$ cat src/rtl/stage_sequencer_if.sv
// Bus bundle between the game-flow sequencer and its surroundings
// (menu FSM, level ROM, active-object table, level renderer).
// The master side drives the control pulses and ROM data.
// The slave side is the sequencer.
interface stage_sequencer_if;
    logic        startGame;
    logic        cycleLevel;
    logic        oneSecPulse;
    logic        scoreValid;
    logic [9:0]  scoreValue;
    logic [11:0] romAddr;
    logic [8:0]  romData;
    logic        loadWe;
    logic [5:0]  loadIdx;
    logic [8:0]  loadData;
    logic        levelEnable;
    logic [1:0]  currentLevel;
    logic [8:0]  timeLeft;
    logic [15:0] stageScore;
    logic [15:0] totalScore;
    logic        stageEnded;
    logic        stageFailed;
    logic        lastLevelEnded;

    modport master (
        output startGame, cycleLevel, oneSecPulse, scoreValid, scoreValue, romData,
        input  romAddr, loadWe, loadIdx, loadData, levelEnable, currentLevel,
               timeLeft, stageScore, totalScore, stageEnded, stageFailed, lastLevelEnded
    );

    modport slave (
        input  startGame, cycleLevel, oneSecPulse, scoreValid, scoreValue, romData,
        output romAddr, loadWe, loadIdx, loadData, levelEnable, currentLevel,
               timeLeft, stageScore, totalScore, stageEnded, stageFailed, lastLevelEnded
    );
endinterface

$ cat src/rtl/stage_sequencer.sv
// Game-flow controller: copies each level's object table from ROM into the
// active-object registers, runs the stage countdown, accumulates score and
// decides pass/fail against a per-level target.
module stage_sequencer #(
    parameter int MAX_LEVEL     = 3,
    parameter int OBJECTS_COUNT = 20,
    parameter int WORDS_PER_OBJ = 3,
    parameter int MAX_TIME      = 60,
    parameter int TARGET_BASE   = 500,
    parameter int TARGET_STEP   = 250
) (
    input  logic            clk,
    input  logic            reset,
    stage_sequencer_if.slave bus
);

    localparam int N   = OBJECTS_COUNT * WORDS_PER_OBJ;
    localparam int K_W = $clog2(N + 1);
    localparam logic [K_W-1:0] K_LAST     = K_W'(N);
    localparam logic [K_W-1:0] K_LAST_ADDR = K_W'(N - 1);

    typedef enum logic [2:0] {
        IDLE, LOAD, PLAY, CHECK, WAIT_NEXT, FAILED, DONE
    } state_t;

    state_t         state_reg, state_next;
    logic [K_W-1:0] k_reg, k_next;
    logic [11:0]    rom_addr_reg, rom_addr_next;
    logic           load_we_reg, load_we_next;
    logic [5:0]     load_idx_reg, load_idx_next;
    logic           level_enable_reg, level_enable_next;
    logic [1:0]     level_reg, level_next;
    logic [8:0]     time_left_reg, time_left_next;
    logic [15:0]    stage_score_reg, stage_score_next;
    logic [15:0]    total_score_reg, total_score_next;
    logic           stage_ended_reg, stage_ended_next;
    logic           stage_failed_reg, stage_failed_next;
    logic           last_level_ended_reg, last_level_ended_next;

    logic [31:0]    target;
    logic           passed;
    logic           on_last_level;
    logic           restart;

    // First ROM word of a level's object table.
    function automatic logic [11:0] level_base(input logic [1:0] lvl);
        return 12'(32'(lvl) * N);
    endfunction

    // Score accumulation clamps at the top of the 16-bit range.
    function automatic logic [15:0] sat_add(input logic [15:0] a, input logic [9:0] v);
        logic [16:0] s;
        s = {1'b0, a} + {7'b0, v};
        return s[16] ? 16'hFFFF : s[15:0];
    endfunction

    assign target        = 32'(TARGET_BASE) + 32'(level_reg) * 32'(TARGET_STEP);
    assign passed        = (32'(stage_score_reg) >= target);
    assign on_last_level = (32'(level_reg) == 32'(MAX_LEVEL - 1));
    assign restart       = bus.startGame &&
                           (state_reg == IDLE || state_reg == FAILED || state_reg == DONE);

    // State register.
    always_ff @(posedge clk or posedge reset) begin
        if (reset) state_reg <= IDLE;
        else       state_reg <= state_next;
    end

    // Next-state decision.
    always_comb begin
        state_next = state_reg;
        case (state_reg)
            IDLE:      if (bus.startGame) state_next = LOAD;
            LOAD:      if (k_reg == K_LAST) state_next = PLAY;
            PLAY:      if (bus.oneSecPulse && time_left_reg == 9'd0) state_next = CHECK;
            CHECK:     state_next = passed ? (on_last_level ? DONE : WAIT_NEXT) : FAILED;
            WAIT_NEXT: if (bus.cycleLevel) state_next = LOAD;
            FAILED:    if (bus.startGame) state_next = LOAD;
            DONE:      if (bus.startGame) state_next = LOAD;
            default:   state_next = IDLE;
        endcase
    end

    // Next values of the registered outputs and datapath.
    always_comb begin
        k_next                = k_reg;
        rom_addr_next         = rom_addr_reg;
        load_we_next          = 1'b0;
        load_idx_next         = load_idx_reg;
        level_next            = level_reg;
        time_left_next        = time_left_reg;
        stage_score_next      = stage_score_reg;
        total_score_next      = total_score_reg;

        if (restart) begin
            level_next       = 2'd0;
            total_score_next = 16'd0;
        end
        if (state_reg == WAIT_NEXT && bus.cycleLevel)
            level_next = level_reg + 2'd1;

        // Entering LOAD: fresh stage, first address of the new level.
        if (state_reg != LOAD && state_next == LOAD) begin
            k_next           = '0;
            stage_score_next = 16'd0;
            rom_addr_next    = level_base(level_next);
        end

        if (state_reg == LOAD) begin
            // Write strobe trails the address by one cycle to match ROM latency.
            load_we_next  = (k_reg != K_LAST);
            load_idx_next = 6'(k_reg);
            if (k_reg != K_LAST)
                k_next = k_reg + K_W'(1);
            if (k_reg < K_LAST_ADDR)
                rom_addr_next = rom_addr_reg + 12'd1;
            if (k_reg == K_LAST)
                time_left_next = 9'(MAX_TIME);
        end

        if (state_reg == PLAY) begin
            if (bus.scoreValid) begin
                stage_score_next = sat_add(stage_score_reg, bus.scoreValue);
                total_score_next = sat_add(total_score_reg, bus.scoreValue);
            end
            if (bus.oneSecPulse && time_left_reg != 9'd0)
                time_left_next = time_left_reg - 9'd1;
        end

        level_enable_next     = (state_next == PLAY);
        stage_ended_next      = (state_reg == CHECK) && (state_next == WAIT_NEXT);
        stage_failed_next     = (state_next == FAILED);
        last_level_ended_next = (state_next == DONE);
    end

    // Datapath and output registers.
    always_ff @(posedge clk or posedge reset) begin
        if (reset) begin
            k_reg                <= '0;
            rom_addr_reg         <= 12'd0;
            load_we_reg          <= 1'b0;
            load_idx_reg         <= 6'd0;
            level_enable_reg     <= 1'b0;
            level_reg            <= 2'd0;
            time_left_reg        <= 9'd0;
            stage_score_reg      <= 16'd0;
            total_score_reg      <= 16'd0;
            stage_ended_reg      <= 1'b0;
            stage_failed_reg     <= 1'b0;
            last_level_ended_reg <= 1'b0;
        end else begin
            k_reg                <= k_next;
            rom_addr_reg         <= rom_addr_next;
            load_we_reg          <= load_we_next;
            load_idx_reg         <= load_idx_next;
            level_enable_reg     <= level_enable_next;
            level_reg            <= level_next;
            time_left_reg        <= time_left_next;
            stage_score_reg      <= stage_score_next;
            total_score_reg      <= total_score_next;
            stage_ended_reg      <= stage_ended_next;
            stage_failed_reg     <= stage_failed_next;
            last_level_ended_reg <= last_level_ended_next;
        end
    end

    assign bus.romAddr        = rom_addr_reg;
    assign bus.loadWe         = load_we_reg;
    assign bus.loadIdx        = load_idx_reg;
    // ROM data is already aligned with the write strobe; gate it so the
    // table port reads zero whenever no write is in progress.
    assign bus.loadData       = load_we_reg ? bus.romData : 9'd0;
    assign bus.levelEnable    = level_enable_reg;
    assign bus.currentLevel   = level_reg;
    assign bus.timeLeft       = time_left_reg;
    assign bus.stageScore     = stage_score_reg;
    assign bus.totalScore     = total_score_reg;
    assign bus.stageEnded     = stage_ended_reg;
    assign bus.stageFailed    = stage_failed_reg;
    assign bus.lastLevelEnded = last_level_ended_reg;

endmodule

$ cat src/flat_wrapper.sv
// flat-port wrapper written by rule: the top's interface ports become plain ports
module stage_sequencer_flat 
#(
    parameter int MAX_LEVEL     = 3,
    parameter int OBJECTS_COUNT = 20,
    parameter int WORDS_PER_OBJ = 3,
    parameter int MAX_TIME      = 60,
    parameter int TARGET_BASE   = 500,
    parameter int TARGET_STEP   = 250
)
  (clk, reset, bus_startGame, bus_cycleLevel, bus_oneSecPulse, bus_scoreValid, bus_scoreValue, bus_romData, bus_romAddr, bus_loadWe, bus_loadIdx, bus_loadData, bus_levelEnable, bus_currentLevel, bus_timeLeft, bus_stageScore, bus_totalScore, bus_stageEnded, bus_stageFailed, bus_lastLevelEnded);
  stage_sequencer_if bus_i ();
  input  logic clk;
  input  logic reset;
  input wire logic [$bits(bus_i.startGame)-1:0] bus_startGame;
  input wire logic [$bits(bus_i.cycleLevel)-1:0] bus_cycleLevel;
  input wire logic [$bits(bus_i.oneSecPulse)-1:0] bus_oneSecPulse;
  input wire logic [$bits(bus_i.scoreValid)-1:0] bus_scoreValid;
  input wire logic [$bits(bus_i.scoreValue)-1:0] bus_scoreValue;
  input wire logic [$bits(bus_i.romData)-1:0] bus_romData;
  output wire logic [$bits(bus_i.romAddr)-1:0] bus_romAddr;
  output wire logic [$bits(bus_i.loadWe)-1:0] bus_loadWe;
  output wire logic [$bits(bus_i.loadIdx)-1:0] bus_loadIdx;
  output wire logic [$bits(bus_i.loadData)-1:0] bus_loadData;
  output wire logic [$bits(bus_i.levelEnable)-1:0] bus_levelEnable;
  output wire logic [$bits(bus_i.currentLevel)-1:0] bus_currentLevel;
  output wire logic [$bits(bus_i.timeLeft)-1:0] bus_timeLeft;
  output wire logic [$bits(bus_i.stageScore)-1:0] bus_stageScore;
  output wire logic [$bits(bus_i.totalScore)-1:0] bus_totalScore;
  output wire logic [$bits(bus_i.stageEnded)-1:0] bus_stageEnded;
  output wire logic [$bits(bus_i.stageFailed)-1:0] bus_stageFailed;
  output wire logic [$bits(bus_i.lastLevelEnded)-1:0] bus_lastLevelEnded;
  assign bus_i.startGame = bus_startGame;
  assign bus_i.cycleLevel = bus_cycleLevel;
  assign bus_i.oneSecPulse = bus_oneSecPulse;
  assign bus_i.scoreValid = bus_scoreValid;
  assign bus_i.scoreValue = bus_scoreValue;
  assign bus_i.romData = bus_romData;
  assign bus_romAddr = bus_i.romAddr;
  assign bus_loadWe = bus_i.loadWe;
  assign bus_loadIdx = bus_i.loadIdx;
  assign bus_loadData = bus_i.loadData;
  assign bus_levelEnable = bus_i.levelEnable;
  assign bus_currentLevel = bus_i.currentLevel;
  assign bus_timeLeft = bus_i.timeLeft;
  assign bus_stageScore = bus_i.stageScore;
  assign bus_totalScore = bus_i.totalScore;
  assign bus_stageEnded = bus_i.stageEnded;
  assign bus_stageFailed = bus_i.stageFailed;
  assign bus_lastLevelEnded = bus_i.lastLevelEnded;
  stage_sequencer #(.MAX_LEVEL(MAX_LEVEL), .OBJECTS_COUNT(OBJECTS_COUNT), .WORDS_PER_OBJ(WORDS_PER_OBJ), .MAX_TIME(MAX_TIME), .TARGET_BASE(TARGET_BASE), .TARGET_STEP(TARGET_STEP)) u_core (.clk(clk), .reset(reset), .bus(bus_i));
endmodule
$ cat config.mk
export PLATFORM = sky130hd
export DESIGN_NAME = stage_sequencer_flat
export DESIGN_NICKNAME = d
export VERILOG_FILES = /design/src/rtl/stage_sequencer_if.sv /design/src/rtl/stage_sequencer.sv /design/src/flat_wrapper.sv
export SDC_FILE = /design/constraint.sdc
export NUM_CORES = 1
export LEC_CHECK = 0
export BUFFER_PORTS_ARGS = -buffer_cell sky130_fd_sc_hd__buf_4
export CAP_MARGIN = 25
export CORE_UTILIZATION = 40
export CTS_BUF_LIST = sky130_fd_sc_hd__clkbuf_4 sky130_fd_sc_hd__clkbuf_8
export DETAILED_ROUTE_END_ITERATION = 12
export GPL_TIMING_DRIVEN = 0
export PLACE_DENSITY_LB_ADDON = 0.08
export SETUP_SLACK_MARGIN = 0.1
export SLEW_MARGIN = 30
export SYNTH_ARGS = -nofsm -noshare
export SYNTH_HDL_FRONTEND = slang
export SYNTH_SLANG_ARGS = --single-unit
$ cat constraint.sdc
create_clock -name clk -period 2.65 [get_ports clk]
set_clock_uncertainty 0.15 [all_clocks]
set_input_delay 0.1325 -clock clk [delete_from_list [all_inputs] [get_ports clk]]
set_output_delay 0.1325 -clock clk [all_outputs]
set_load 0.01 [all_outputs]
# Word-level counts from Yosys, hierarchy flattened
# Cells that the tools add are included.
# W data, S select, Z words.
[classes] mul=2 n_reduce_logical=12 n_eq_ne=15 muxes=29 magnitude_cmp=2 add_sub_neg=7
[ops] cell="$mux W16" n=8
[ops] cell="$mux W9" n=5
[ops] cell="$mux W12" n=3
[ops] cell="$add A16 B10 Y17" n=2
[ops] cell="$ge A16 B32 Y1" n=1
[ops] cell="$eq A3 B3 Y1 const B" n=6
[ops] cell="$mux W6" n=3
[ops] cell="$mux W3" n=5
[ops] cell="$pmux W3 S5" n=1
[ops] cell="$add A12 B1 Y12 const B" n=1
[ops] cell="$add A9 B10 Y11 const A" n=1
[ops] cell="$eq A3 B2 Y1 const B" n=3
[ops] cell="$logic_not A9 Y1" n=1
[ops] cell="$mul A2 B7 Y9 const B" n=1
[ops] cell="$reduce_bool A9 Y1" n=1
[ops] cell="$sub A9 B1 Y9 const B" n=1
[ops] cell="$add A6 B1 Y6 const B" n=1
[ops] cell="$eq A3 B1 Y1 const B" n=2
[ops] cell="$eq A6 B6 Y1 const B" n=1
[ops] cell="$logic_and A1 B1 Y1" n=6
[ops] cell="$lt A6 B6 Y1 const B" n=1
[ops] cell="$mul A2 B4 Y6 const B" n=1
[ops] cell="$mux W2" n=3
[ops] cell="$ne A6 B6 Y1 const B" n=1
[ops] cell="7 further kinds" n=8
[word_totals] register_bits=75 out_inout_bits=75 in_bits=25 wordCells=80

# Longest topological paths before layout
[logic_depth] word_depth=10 mapped_depth=11 ltp_nobuf=11

# Worst setup path after synthesis
# No wires, ideal clock.
[synth_timing] path_type="flip-flop to flip-flop" from="reg u_core.stage_score_reg[0] (netlist: u_core.bus.stageScore[0])" to="reg u_core.stage_score_reg[14] (netlist: u_core.bus.stageScore[14])" setup_slack_ns=0.117 required_time_ns=2.400 synth_period_minus_slack_ns=2.533 setup_ns=0.100 path_stages_with_launch=10 arrival_time_ns=2.283 path_buffers=0 cell_sequence="dfrtp_1 ha_1 inv_1 fa_1 nand2b_1 a211oi_1 nor2_1 o31ai_2 a21oi_1 a311oi_1"
[synth_between] elab_chain_len=8 word_cells_on_any_way=10 cone_classes="1 x add/sub; 1 x order compare; 1 x eq/ne; 6 x mux; 1 x reduce/logical"
[synth_lines] element="from (decl)" line_no="stage_sequencer.sv:34" rtl="logic [15:0] stage_score_reg, stage_score_next;"
[synth_lines] element="from (signal assigned)" line_no="stage_sequencer.sv:159" rtl="stage_score_reg <= stage_score_next;"
[synth_lines] element="$ge A16 B32 Y1" line_no="stage_sequencer.sv:58" rtl="assign passed = (32'(stage_score_reg) >= target);"
[synth_lines] element="$mux W3" line_no="stage_sequencer.sv:76" rtl="CHECK: state_next = passed ? (on_last_level ? DONE : WAIT_NEXT) : FAILED;"
[synth_lines] element="$pmux W3 S5" line_no="stage_sequencer.sv:72" rtl="case (state_reg)"
[synth_lines] element="$eq A3 B1 Y1" line_no="stage_sequencer.sv:103" rtl="if (state_reg != LOAD && state_next == LOAD) begin"
[synth_lines] element="$logic_and A1 B1 Y1" line_no="stage_sequencer.sv:103"
[synth_lines] element="$mux W16" line_no="stage_sequencer.sv:103"
[synth_lines] element="$mux W16" line_no="stage_sequencer.sv:122" rtl="if (bus.scoreValid) begin"
[synth_lines] element="$mux W16 *" line_no="stage_sequencer.sv:121" rtl="if (state_reg == PLAY) begin"
[synth_lines] element="net u_core.stage_score_next[14]" line_no="stage_sequencer.sv:34"
# Mark *: on every way through the listed nets, which the timed path passes. The rest lies on a longest branch.
# A chain may end at the register's enable or synchronous reset.

# Worst setup path in the final report
[layout_timing] from="reg u_core.stage_score_reg[0] (netlist: u_core.bus.stageScore[0])" to="reg u_core.stage_score_reg[6] (netlist: u_core.bus.stageScore[6])"
# The elaborated chain is that of the path after synthesis.

==> summary.txt <==
Synthesis
  – Synth top area share: 38.2%
  – FF+latch count, synth: 75
  – Synthesis warning total: 0
  – Synth top cells by count: dfrtp_1, a21oi_1, nand2_1
  – Post-synth EDFFs: 0
  – Cell taking the most area after synthesis: dfrtp_1
  – Count leader, synth: dfrtp_1
  – Synth Flop Type: dfrtp_1
  – Post-synth ARST share: 100%
  – Sequential share of the synthesized area: 38.2%
  – Post-synthesis cell type count: 63
  – Syn Nets: 611
  – Synth area leaders: dfrtp_1, ha_1, a21oi_1
  – Cell Area, Synth: 0.00492 mm2
  – Syn avg cell area: 9.05 um2
  – Mapped Cells: 543

Place
  – HPWL after DPL: 9760 um
  – Placed cells: 790
  – IO buf count: 99
  – GP Congestion: 0.856

Drt
  – Initial drt markers: 219
  – Routed vias/inst: 5.73
  – Via count: 4,719
  – DR pass1 iterations: 5
  – Drt wl/cell: 16.6 um
  – Residual DRC count: 0
  – Final ANT Viol Nets: 0
  – Routed WL: 13,700 um

Finish
  – Non-filler cells, final: 824
  – ANT cells: 0
  – Fill count: 1,151
  – Share of cells above drive strength 1: 27.3%
  – Synthesis-to-layout area growth: 29.3%
  – Final net count: 742

Run
  – Max-cap violation count: 0

Power
  – Total power: 0.00421 W
  – PwrDens: 662 mW/mm2
  – VDD IR-drop max: 0.242 mV
  – Leak: 3.10 nW

Hold path
  – Hold EP: u_core.bus.totalScore[0]
  – Type of the most critical hold path: input port to register
  – Hold Crit Depth: 4
  – Hold path start: bus_scoreValue[0]

STA
  – Min Tclk post-route: 2.49 ns
  – Setup TNS: 0 ns
  – Worst Tran Pin Value: 0.698 ns
  – Unrepaired setup endpoints after global routing: true
  – Fmax: 0.402 GHz
  – Crit share post-route: 93.9%
  – Slew Limit Fails: 0
  – Max transition margin: 53.0%
  – Final hold violation count: 0
  – Final setup fails: 0

Die
  – Starting Density: 40.9%
  – IO Pins: 100
  – Die area: 0.0127 mm2
  – Die extent in y: 113 um
  – Chip Width: 113 um
  – Row count: 40
  – Core Region: 0.0120 mm2

Worst setup path
  – Req. time, crit path: 2.82 ns
  – CP cell instances: ha_4, inv_2, fa_2, nand2b_4, a211oi_4, buf_4, o21a_1, nor2_4, nor2_1, a311o_1
  – RR Endpoint: u_core.bus.stageScore[6]
  – CP arrival: 2.66 ns
  – R2R Setup Slk: 0.16 ns
  – CP startpoint: u_core.bus.stageScore[0]
  – Worst-path maximum fanout: 10
  – Startpoint types: register
  – CP Class: register to register
  – Crit. End Element: register
  – Slowest-stage cell, CP: dfrtp_1
  – Worst reg2reg path startpoint: u_core.bus.stageScore[0]
  – Max incr delay on CP: 0.39 ns
  – Worst-case reg-to-reg path depth: 10

Clock network
  – Clock Pin Slew Worst Setup and Hold Paths: 0.08 ns
  – H-tree levels: 3
  – CTS tree: done
  – Clock sink count: 75
  – CTS max path bufs: 2
  – CTS Root Cell: clkbuf_8
  – Clk Latency, worst-skew pair: 0.38 ns
  – Total CTS buffers: 9

Global route
  – Vias in the first global route: 4,465
  – GRT Total Usage: 21.7%
  – Initial antenna violation count: 0
  – First-pass GRT wire length: 21,700 um
  – Grt total ovfl: 0
  – Largest net degree at the start of global routing: 52

Status
  – Status: complete, no violations
final cells by class:
class / instances / area [um2] / area share (%)
repair buffers: 120 / 926 / 14.6
clock buffers: 11 / 139 / 2.19
inverters: 25 / 98.8 / 1.56
well taps: 147 / 184 / 2.89
flip-flops and latches: 75 / 1880 / 29.6
plain buffers: 17 / 76.3 / 1.20
multi-input cells: 426 / 3030 / 47.7
clock inverters: 3 / 17.5 / 0.276
cell families (layout without fill, tap and decap cells):
family	count (synthesis)	in the layout	share of synthesized area (%)
xor gates and xnor gates	16	16	2.85
other	1	1	0.0763
and+or+nand+nor	180	180	19.1
AOI/OAI and AO/OA	180	180	23.8
adders and majority gates	43	43	11.2
buffers and inverters	42	176	3.39
muxes	6	6	1.37
DFF	75	75	38.2
how the worst max path moves through the flow:
stage,to,slack [ns],depth (start not counted)
after floorplan,u_core.bus.stageScore[14],0.12,9
after detailed placement,u_core.bus.stageScore[14],-0.33,9
after global routing,u_core.bus.lastLevelEnded,0.07,11
after global placement,u_core.bus.totalScore[7],-0.67,2
after CTS,u_core.bus.stageScore[14],0.09,9
final,u_core.bus.stageScore[6],0.16,10
worst max-delay path, delay by kind of cell, from the launching register on:
kind            cells  cell delay (ns)
flops               1             0.39
buf+inv             2             0.20
simple gates        3             0.53
fa+ha+maj           2             0.52
compound gates      3             0.63
cell usage in the layout (no fill, tap or decap), types with 22 or more instances in the layout:
cell,instances
buf_4,118
nor2_1,31
nand3_1,22
inv_1,22
a21oi_1,40
dfrtp_1,72
nand2_1,41
ha_1,40
a31oi_1,24
o21ai_0,33
timing repair:
action / CTS / global route
hold buffers: 2 / 0
pin swaps: 3 / 12
hold endpoints to repair: 76 / 0
buffers inserted: 3 / 15
resized for setup: 10 / 36
endpoints found under the setup margin: 23 / 43
power breakdown:
group	switching (W)	leakage (nW)	internal, W	total (W)
combinational	0.000970	2.05	0.000849	0.00182
clock	0.000445	0.0819	0.000348	0.000793
sequential	0.000234	0.969	0.00136	0.00160
metal layers:
layer	part of all wire [%]	vias to the layer above	track usage, %
met3	5.9	15	4.50
met5	0	-	0
met1	46	2297	28.5
li1	-	2279	-
met4	1.4	0	7.98
met2	47	128	35.4
metrics by stage:
stage	instance area [um2]	utilization, %	setup WS (ns)	hold slack (ns)
CTS	6110	50.8	0.0935	0.00852
detailed placement	5880	48.9	-0.329	-0.0459
floorplan	4920	-	0.117	0.265
global placement	5840	48.6	-0.670	0.324
global route	6360	52.9	0.0653	0.0906
finish	6360	52.9	0.161	0.0466
Power figures use the tool's default switching activity.
